File: config.mk
export PLATFORM = sky130hd
export DESIGN_NAME = vdma_ctrl_v2
export DESIGN_NICKNAME = d
export VERILOG_FILES = /design/src/rtl/vdma_ctrl_v2.sv
export SDC_FILE = /design/constraint.sdc
export NUM_CORES = 1
export LEC_CHECK = 0
export ABC_AREA = 1
export CORE_ASPECT_RATIO = 1.75
export CORE_MARGIN = 10
export CORE_UTILIZATION = 44
export CTS_CLUSTER_SIZE = 25
export DETAILED_ROUTE_END_ITERATION = 8
export PLACE_DENSITY = 0.75
export RECOVER_POWER = 25
export SETUP_SLACK_MARGIN = 0.02
export SYNTH_ARGS = -nofsm -noshare
export SYNTH_HDL_FRONTEND = slang
export SYNTH_SLANG_ARGS = --single-unit
export TNS_END_PERCENT = 50
File: constraint.sdc
create_clock -name s_axis_aclk -period 3.03 [get_ports s_axis_aclk]
set_clock_uncertainty 0.1 [all_clocks]
set_input_delay 0.606 -clock s_axis_aclk [delete_from_list [all_inputs] [get_ports s_axis_aclk]]
set_output_delay 0.606 -clock s_axis_aclk [all_outputs]
set_load 0.005 [all_outputs]
File: src/rtl/vdma_ctrl_v2.sv
// Video stream regulator between a VDMA MM2S port and a downstream sink.
// Discards beats until the upstream start-of-frame, regenerates tuser/tlast, and enforces a minimum frame period.
module vdma_ctrl_v2 #(
    parameter int TDATA_WIDTH = 64
) (
    input  logic                   s_axis_aclk,
    input  logic                   s_axis_aresetn,
    input  logic [31:0]            vdma_row,
    input  logic [31:0]            tlast_time,
    input  logic [31:0]            frame_end_time,
    input  logic [TDATA_WIDTH-1:0] s_axis_mm2s_tdata,
    input  logic                   s_axis_mm2s_tlast,
    output logic                   s_axis_mm2s_tready,
    input  logic                   s_axis_mm2s_tuser,
    input  logic                   s_axis_mm2s_tvalid,
    output logic [TDATA_WIDTH-1:0] m_axis_mm2s_tdata,
    output logic                   m_axis_mm2s_tlast,
    output logic                   m_axis_mm2s_tuser,
    output logic                   m_axis_mm2s_tvalid,
    input  logic                   m_axis_mm2s_tready
);

    // state    | meaning
    // WAIT_SOF | drop beats until an upstream tuser beat, then forward it
    // STREAM   | forward beats, count columns and lines
    // HOLD     | frame complete, stall upstream until the frame period elapses
    typedef enum logic [1:0] {WAIT_SOF, STREAM, HOLD} state_t;

    state_t      state_q, state_d;
    logic [31:0] col_cnt, col_d;
    logic [31:0] row_cnt, row_d;
    logic [31:0] frame_cnt, frame_d;
    logic [31:0] last_row;
    logic [31:0] frame_inc;
    logic        line_end;
    logic        hs;
    logic        s_tready_c, m_tvalid_c, m_tuser_c, m_tlast_c;
    logic        unused_tlast;

    assign unused_tlast      = s_axis_mm2s_tlast;
    assign m_axis_mm2s_tdata = s_axis_mm2s_tdata;

    assign last_row  = (vdma_row == 32'd0) ? 32'd0 : vdma_row - 32'd1;
    assign frame_inc = (frame_cnt == 32'hFFFF_FFFF) ? frame_cnt : frame_cnt + 32'd1;
    assign line_end  = (col_cnt == tlast_time);
    assign hs        = s_axis_mm2s_tvalid & m_axis_mm2s_tready;

    always_ff @(posedge s_axis_aclk or negedge s_axis_aresetn) begin
        if (!s_axis_aresetn) begin
            state_q   <= WAIT_SOF;
            col_cnt   <= 32'd0;
            row_cnt   <= 32'd0;
            frame_cnt <= 32'd0;
        end else begin
            state_q   <= state_d;
            col_cnt   <= col_d;
            row_cnt   <= row_d;
            frame_cnt <= frame_d;
        end
    end

    always_comb begin
        state_d    = state_q;
        col_d      = col_cnt;
        row_d      = row_cnt;
        frame_d    = frame_cnt;
        s_tready_c = 1'b0;
        m_tvalid_c = 1'b0;
        m_tuser_c  = 1'b0;
        m_tlast_c  = 1'b0;
        case (state_q)
            WAIT_SOF: begin
                if (s_axis_mm2s_tuser) begin
                    m_tvalid_c = s_axis_mm2s_tvalid;
                    s_tready_c = m_axis_mm2s_tready;
                    m_tuser_c  = 1'b1;
                    m_tlast_c  = line_end;
                    if (hs) begin
                        state_d = STREAM;
                        frame_d = 32'd1;
                        row_d   = 32'd0;
                        col_d   = 32'd1;
                        // single-beat lines: the SOF beat also closes line 0
                        if (line_end) begin
                            col_d = 32'd0;
                            if (last_row == 32'd0) state_d = HOLD;
                            else                   row_d   = 32'd1;
                        end
                    end
                end else begin
                    s_tready_c = 1'b1;
                end
            end
            STREAM: begin
                m_tvalid_c = s_axis_mm2s_tvalid;
                s_tready_c = m_axis_mm2s_tready;
                m_tlast_c  = line_end;
                frame_d    = frame_inc;
                if (hs) begin
                    if (line_end) begin
                        col_d = 32'd0;
                        if (row_cnt == last_row) state_d = HOLD;
                        else                     row_d   = row_cnt + 32'd1;
                    end else begin
                        col_d = col_cnt + 32'd1;
                    end
                end
            end
            HOLD: begin
                frame_d = frame_inc;
                if (frame_cnt >= frame_end_time) begin
                    state_d = WAIT_SOF;
                    frame_d = 32'd0;
                    row_d   = 32'd0;
                    col_d   = 32'd0;
                end
            end
            default: state_d = WAIT_SOF;
        endcase
    end

    // outputs are forced quiet for the whole time reset is held, not just after the edge
    assign s_axis_mm2s_tready = s_axis_aresetn & s_tready_c;
    assign m_axis_mm2s_tvalid = s_axis_aresetn & m_tvalid_c;
    assign m_axis_mm2s_tuser  = s_axis_aresetn & m_tuser_c;
    assign m_axis_mm2s_tlast  = s_axis_aresetn & m_tlast_c;

endmodule

# After elaboration in Yosys (flattened, before gate mapping)
# Index checks and enable logic that the tools add are counted.
[classes]
shift = 0
bitwise_logic = 5
n_addsub = 4
eq_ne = 12
n_mux = 38
n_reduce_logical = 8
n_div = 0
mul = 0
n_lt_le_gt_ge = 1
[op_table]
columns = ["cell", "count"]
rows = [
  ["32-bit 2-to-1 mux", 15],
  ["32-bit one-hot mux with 3 select lines", 3],
  ["32-bit by 1-bit adder with 32-bit output (second input constant)", 3],
  ["32-bit equality test", 2],
  ["32-bit zero test", 2],
  ["32-bit equality test (second input constant)", 1],
  ["32-bit greater-or-equal comparator", 1],
  ["32-bit by 1-bit subtractor with 32-bit output (second input constant)", 1],
  ["2-bit 2-to-1 mux", 8],
  ["2-bit != test (second input constant)", 7],
  ["1-bit 2-to-1 mux", 8],
  ["7-bit AND reduction", 1],
  ["1-bit one-hot mux with 2 select lines", 3],
  ["2-bit one-hot mux with 3 select lines", 1],
  ["6-bit AND reduction", 1],
  ["1-bit AND", 5],
  ["5-bit AND reduction", 1],
  ["3-bit AND reduction", 1],
  ["3-bit nonzero test", 1],
  ["2-bit by 1-bit equality test with 1-bit output (second input constant)", 1],
  ["2-bit equality test (second input constant)", 1],
  ["2-bit zero test", 1],
]
[word_totals]
inputBits = 166
regBits = 98
latchBits = 0
mem_bits_ro = 0
out_inout_bits = 68
ramBits = 0
n_memories = 0
elab_cells = 72

# Longest topological paths before layout
# Gate-level depths: netlist of run 1.
[depth]
ltp_word = 8
mapped_depth = 21
depth_no_buf = 19

# Least setup slack after synthesis of run 1
# Ideal clock, no wire load.
[synth_timing]
path_kind = "input port to flip-flop"
startpoint = "in vdma_row[0]"
endpoint = "reg row_cnt[10]"
setup_time_ns = 0.117
path_slack_ns = 0.336
t_arrival_ns = 2.477
cell_stages = 18
n_path_buf = 3
required_time_ns = 2.813
cell_sequence = "inv_2 -> ha_1 -> nand2_2 -> nor2_4 -> nand2_1 -> inv_2 -> nand2_1 -> buf_6 -> buf_6 -> nand4_1 -> nand3_1 -> nor2_1 -> nand2_1 -> nor2_1 -> nand4_4 -> buf_2 -> nand3_1 -> nand2_1"
[synth_via]
elab_chain_len = 5
elab_cells_between_ends = 6
classes_between = "add/sub: 1; eq/ne: 2; mux: 1; reduce/logical: 2"
[synth_rtl]
columns = ["element", "line", "source"]
rows = [
  ["from (decl)", "8", "input logic [31:0] vdma_row,"],
  ["32-bit by 1-bit subtractor with 32-bit output / 32-bit zero test (equally long branches)", "43", "assign last_row = (vdma_row == 32'd0) ? 32'd0 : vdma_row - 32'd1;"],
  ["32-bit 2-to-1 mux *", "43", ""],
  ["32-bit equality test *", "102", "if (row_cnt == last_row) state_d = HOLD;"],
  ["2-bit != test (no source line) *", "--", ""],
  ["7-bit AND reduction (no source line) *", "--", ""],
  ["to (signal assigned)", "57", "row_cnt <= row_d;"],
  ["to (decl)", "31", "logic [31:0] row_cnt, row_d;"],
]
# Every way passes the cells marked *; elsewhere a longest branch is shown, timed or not.
# A chain may end at the register's enable or synchronous reset.

# Final worst setup path of run 1
[layout_timing]
startpoint = "in tlast_time[31]"
endpoint = "out m_axis_mm2s_tlast"
[layout_via]
elab_chain_len = 4
[layout_rtl]
columns = ["element", "line", "source"]
rows = [
  ["from (decl)", "9", "input logic [31:0] tlast_time,"],
  ["32-bit equality test *", "45", "assign line_end = (col_cnt == tlast_time);"],
  ["1-bit 2-to-1 mux", "73", "if (s_axis_mm2s_tuser) begin"],
  ["1-bit one-hot mux with 2 select lines *", "71", "case (state_q)"],
  ["1-bit AND *", "126", "assign m_axis_mm2s_tlast = s_axis_aresetn & m_tlast_c;"],
  ["to (decl)", "17", "output logic m_axis_mm2s_tlast,"],
]
# Marks and branches as above.

==> impl_metrics.tcl, run 1 <==
set metrics [dict create \
    io_buffers 104 \
    grt_max_degree 51 \
    dp_cells 2098 \
    avgSynthCellArea_sq_um 6.139 \
    start_util_pct 44.39 \
    ir_drop_mv 0.4423 \
    grt_usage_pct 22.51 \
    synth-seq-area-share_pct 24.39 \
    synth_area_leader_cell "dfrtp_1" \
    synth_fp_nets 1844 \
    rsz0062_at_grt "yes" \
    switching_share_pct 39.07 \
    holdWs_ns 0.3952 \
    dp_hpwl_microns 26310 \
    gp_congestion 0.9553 \
    internal-power_uw 3149 \
    synth_edf_count 0 \
    min_period_over_period_pct 97.59 \
    cts-root-buf "clkbuf_16" \
    reg2reg_from "col_cnt[30]" \
    pwr-share-comb_pct 46.4 \
    worstHoldPathType "primary input to async pin" \
    layout.cells.non_filler 2150 \
    slew_violations 31 \
    cts_tree "built" \
    drv_cap 1 \
    synth_ff_type "dfrtp_1" \
    hold_violations 0 \
    vias 11410 \
    core_sq_mm 0.02265 \
    cts.clk_slew.worst_paths_ns 0.07 \
    drt-pass1-iter-count 7 \
    cp_max_fo 2 \
    grt_pass1_wl_microns 54130 \
    synth_area_sq_mm 0.01006 \
    violations "capacitance limit, slew limit" \
    drtAntennaViolNets 0 \
    synth_seq_cells 98 \
    p_sw_uw 2019 \
    cpMostUsedCell "buf_4" \
    async_flop_share_pct 100.0 \
    crit_type "primary input to primary output" \
    drtIter0Drc 591 \
    routed_via_density 5.307 \
    pwr-share-clk_pct 26.1 \
    synthCells 1638 \
    clk_latency_ns 0.37 \
    drive_above_1_share_pct 19.15 \
    antenna_found_initial 1 \
    drt-total-wl_microns 33970 \
    critical_path.cell_chain "clkdlybuf4s50_1 -> or2_2 -> nand3_2 -> nor4_2 -> buf_4 -> nand4_1 -> buf_4 -> nor2_1 -> buf_2" \
    arrival_ns 2.25 \
    clock_sinks 98 \
    wl_per_cell_microns 15.80 \
    outcome "finished with violations" \
    area_delta_synth_final_pct 31.78 \
    r2r_end "row_cnt[23]" \
    layout.nets 2050 \
    numCtsBuffers 9 \
    cp-start-kind "primary input" \
    leakagePower_uw 0.006064 \
    synth_area_leaders "dfrtp_1, nand2_1, nor2_1" \
    yosysWarnings 0 \
    setup_viol 0 \
    die_y_microns 220.0 \
    first_global_vias 11410 \
    die_w_microns 134.3 \
    power_density_mw_per_mm2 390.0 \
    slew_headroom_pct -18.12 \
    overflow 0 \
    fin_crit_ns 2.957 \
    drc 0 \
    die_area_sq_mm 0.02954 \
    critPathMaxStageDelay_ns 0.48 \
    rows 73 \
    rr_worst_depth 17 \
    crit_path_top_delay_cell "clkdlybuf4s50_1" \
    max_freq_mhz 338.2 \
    worstMarginPinSlew_ns 1.772 \
    cp-end-kind "primary output" \
    synth_top_area_share_pct 24.39 \
    rrSetupSlack_ns 0.21 \
    clk_path_buf_depth 2 \
    synth_cell_types 43 \
    pin_count 234 \
    p_seq_share_pct 27.5 \
    htree_levels 3 \
    critPathRequiredTime_ns 2.32 \
    nFillCells 2239 \
]
-- sequential cells by signal (all words and copies together), names as in the netlist --
| signal | cells |
|---|---|
| row_cnt | 32 |
| col_cnt | 32 |
| state_q | 2 |
| frame_cnt | 32 |
-- routing by layer --
layer	global-route usage, %	routed length (microns)
met4	15.91	2217
met2	42.99	18260
met1	21.51	11990
met5	0	0
met3	2.941	1504
-- cells in the final DEF (no fill, tap or decap), types with 5 or more instances in the layout --
cell             synthesis  layout
xnor2_1                 27      26
dfrtp_1                 98      98
nand3_1                137     128
clkdlybuf4s50_1          0      69
dlymetal6s2s_1           0       7
nor4_1                  13       8
buf_12                   0       8
ha_1                    40      39
nor2_4                   2      19
nand2_1                456     421
a21oi_1                 39      39
nor2_1                 217     170
o22ai_1                 12      12
nor2_2                   7      37
buf_6                    6      12
dlygate4sd2_1            0      21
o21ai_0                 82      76
clkbuf_16                0       9
nand4_1                 46      46
nand2_4                  1       7
inv_2                    5      10
nand2_2                  1      30
o21ai_1                  5      10
nor4_2                   0       5
o21bai_1                12       5
or2_2                   14      14
nand3_2                  0       9
clkdlybuf4s15_1          0       5
nor3_1                  60      58
o21bai_2                 0       5
xor2_1                  44      43
inv_1                  193     188
buf_4                   64     167
-- power groups by stage --
stage	sequential (uW)	clock [uW]	combinational (uW)
6_report	1420	1350	2400
5_1_grt	1430	1420	2580
4_1_cts	1420	1380	2280
3_5_place_dp	1440	0	2120
3_3_place_gp	1440	0	2090
2_1_floorplan	1430	0	1230
-- cell usage after synthesis (2+ instances only) --
cell	number
nor3b_1	3
nor3_1	60
o22ai_1	12
o21a_1	3
buf_6	6
and3_1	2
or2_2	14
inv_1	193
nor2_1	217
buf_2	10
o21bai_1	12
a22o_1	2
inv_2	5
clkbuf_1	21
nor2_2	7
o21ai_0	82
ha_1	40
a31oi_1	2
nand2_1	456
o211ai_1	2
nor4_1	13
nand4_1	46
nand3b_1	2
xnor2_1	27
xor2_1	44
dfrtp_1	98
o21ai_1	5
nor2_4	2
a21oi_1	39
nand3_1	137
buf_4	64
-- cells by family after synthesis --
group	Yosys count	share of synthesized area [%]
AOI/OAI and AO/OA	165	9.083
DFF	98	24.39
buffers and inverters	299	14.12
xor gates and xnor gates	71	6.184
and+or+nand+nor	965	41.25
adders and majority gates	40	4.977
-- repair_timing --
action	4_1_cts	5_1_grt
endpoints found under the hold margin	2	0
pin swaps	45	45
gates resized for setup	104	102
hold buffers	1	0
buffers inserted	24	9
endpoints found under the setup margin	35	75
gates cloned	3	0
-- layout make-up --
| type | instances | area, sq um | area share (%) |
|---|---|---|---|
| timing repair buffer | 296 | 2666 | 20.12 |
| tap | 300 | 375.4 | 2.833 |
| multi-input combinational | 1241 | 6669 | 50.33 |
| inverter | 198 | 743.2 | 5.609 |
| sequential | 98 | 2452 | 18.51 |
| clock inverter | 7 | 117.6 | 0.8875 |
| clock buffer | 9 | 225.2 | 1.700 |
| antenna | 1 | 2.502 | 0.01888 |
-- stage by stage --
stage | setup WS [ns] | power, uW | area (sq um) | util, % | TNS, ns
after floorplan | 0.3365 | 2655 | 10060 | - | 0
after global placement | -0.5558 | 3524 | 12050 | 53.20 | -29.02
after detailed placement | -0.6112 | 3566 | 12050 | 53.20 | -31.84
after CTS | 0.02121 | 5083 | 12880 | 56.87 | 0
after global routing | -0.04494 | 5435 | 13250 | 58.50 | -0.2018
final | 0.07301 | 5168 | 13250 | 58.50 | 0
-- worst max path at each step --
stage,startpoint,to,slack (ns),cells past startpoint
after floorplan,vdma_row[0],row_cnt[10],0.34,18
after global placement,vdma_row[0],row_cnt[0],-0.56,19
after detailed placement,vdma_row[0],row_cnt[10],-0.61,19
after CTS,vdma_row[5],row_cnt[22],0.02,22
after global routing,tlast_time[24],row_cnt[23],-0.04,18
final,tlast_time[31],m_axis_mm2s_tlast,0.07,9
-- critical path, delay by kind of cell --
kind / cells / cell delay (ns)
buf+inv: 4 / 0.94
simple gates: 5 / 0.70
No activity file was read; power rests on OpenSTA's default activity.
==> inputs of run 2 (changes only) <==
Settings changed: HOLD_SLACK_MARGIN set to 0.15, RECOVER_POWER 25 to 50.
==> results of run 2 <==
No change in the layout: final DEF, timing and power equal those of run 1.
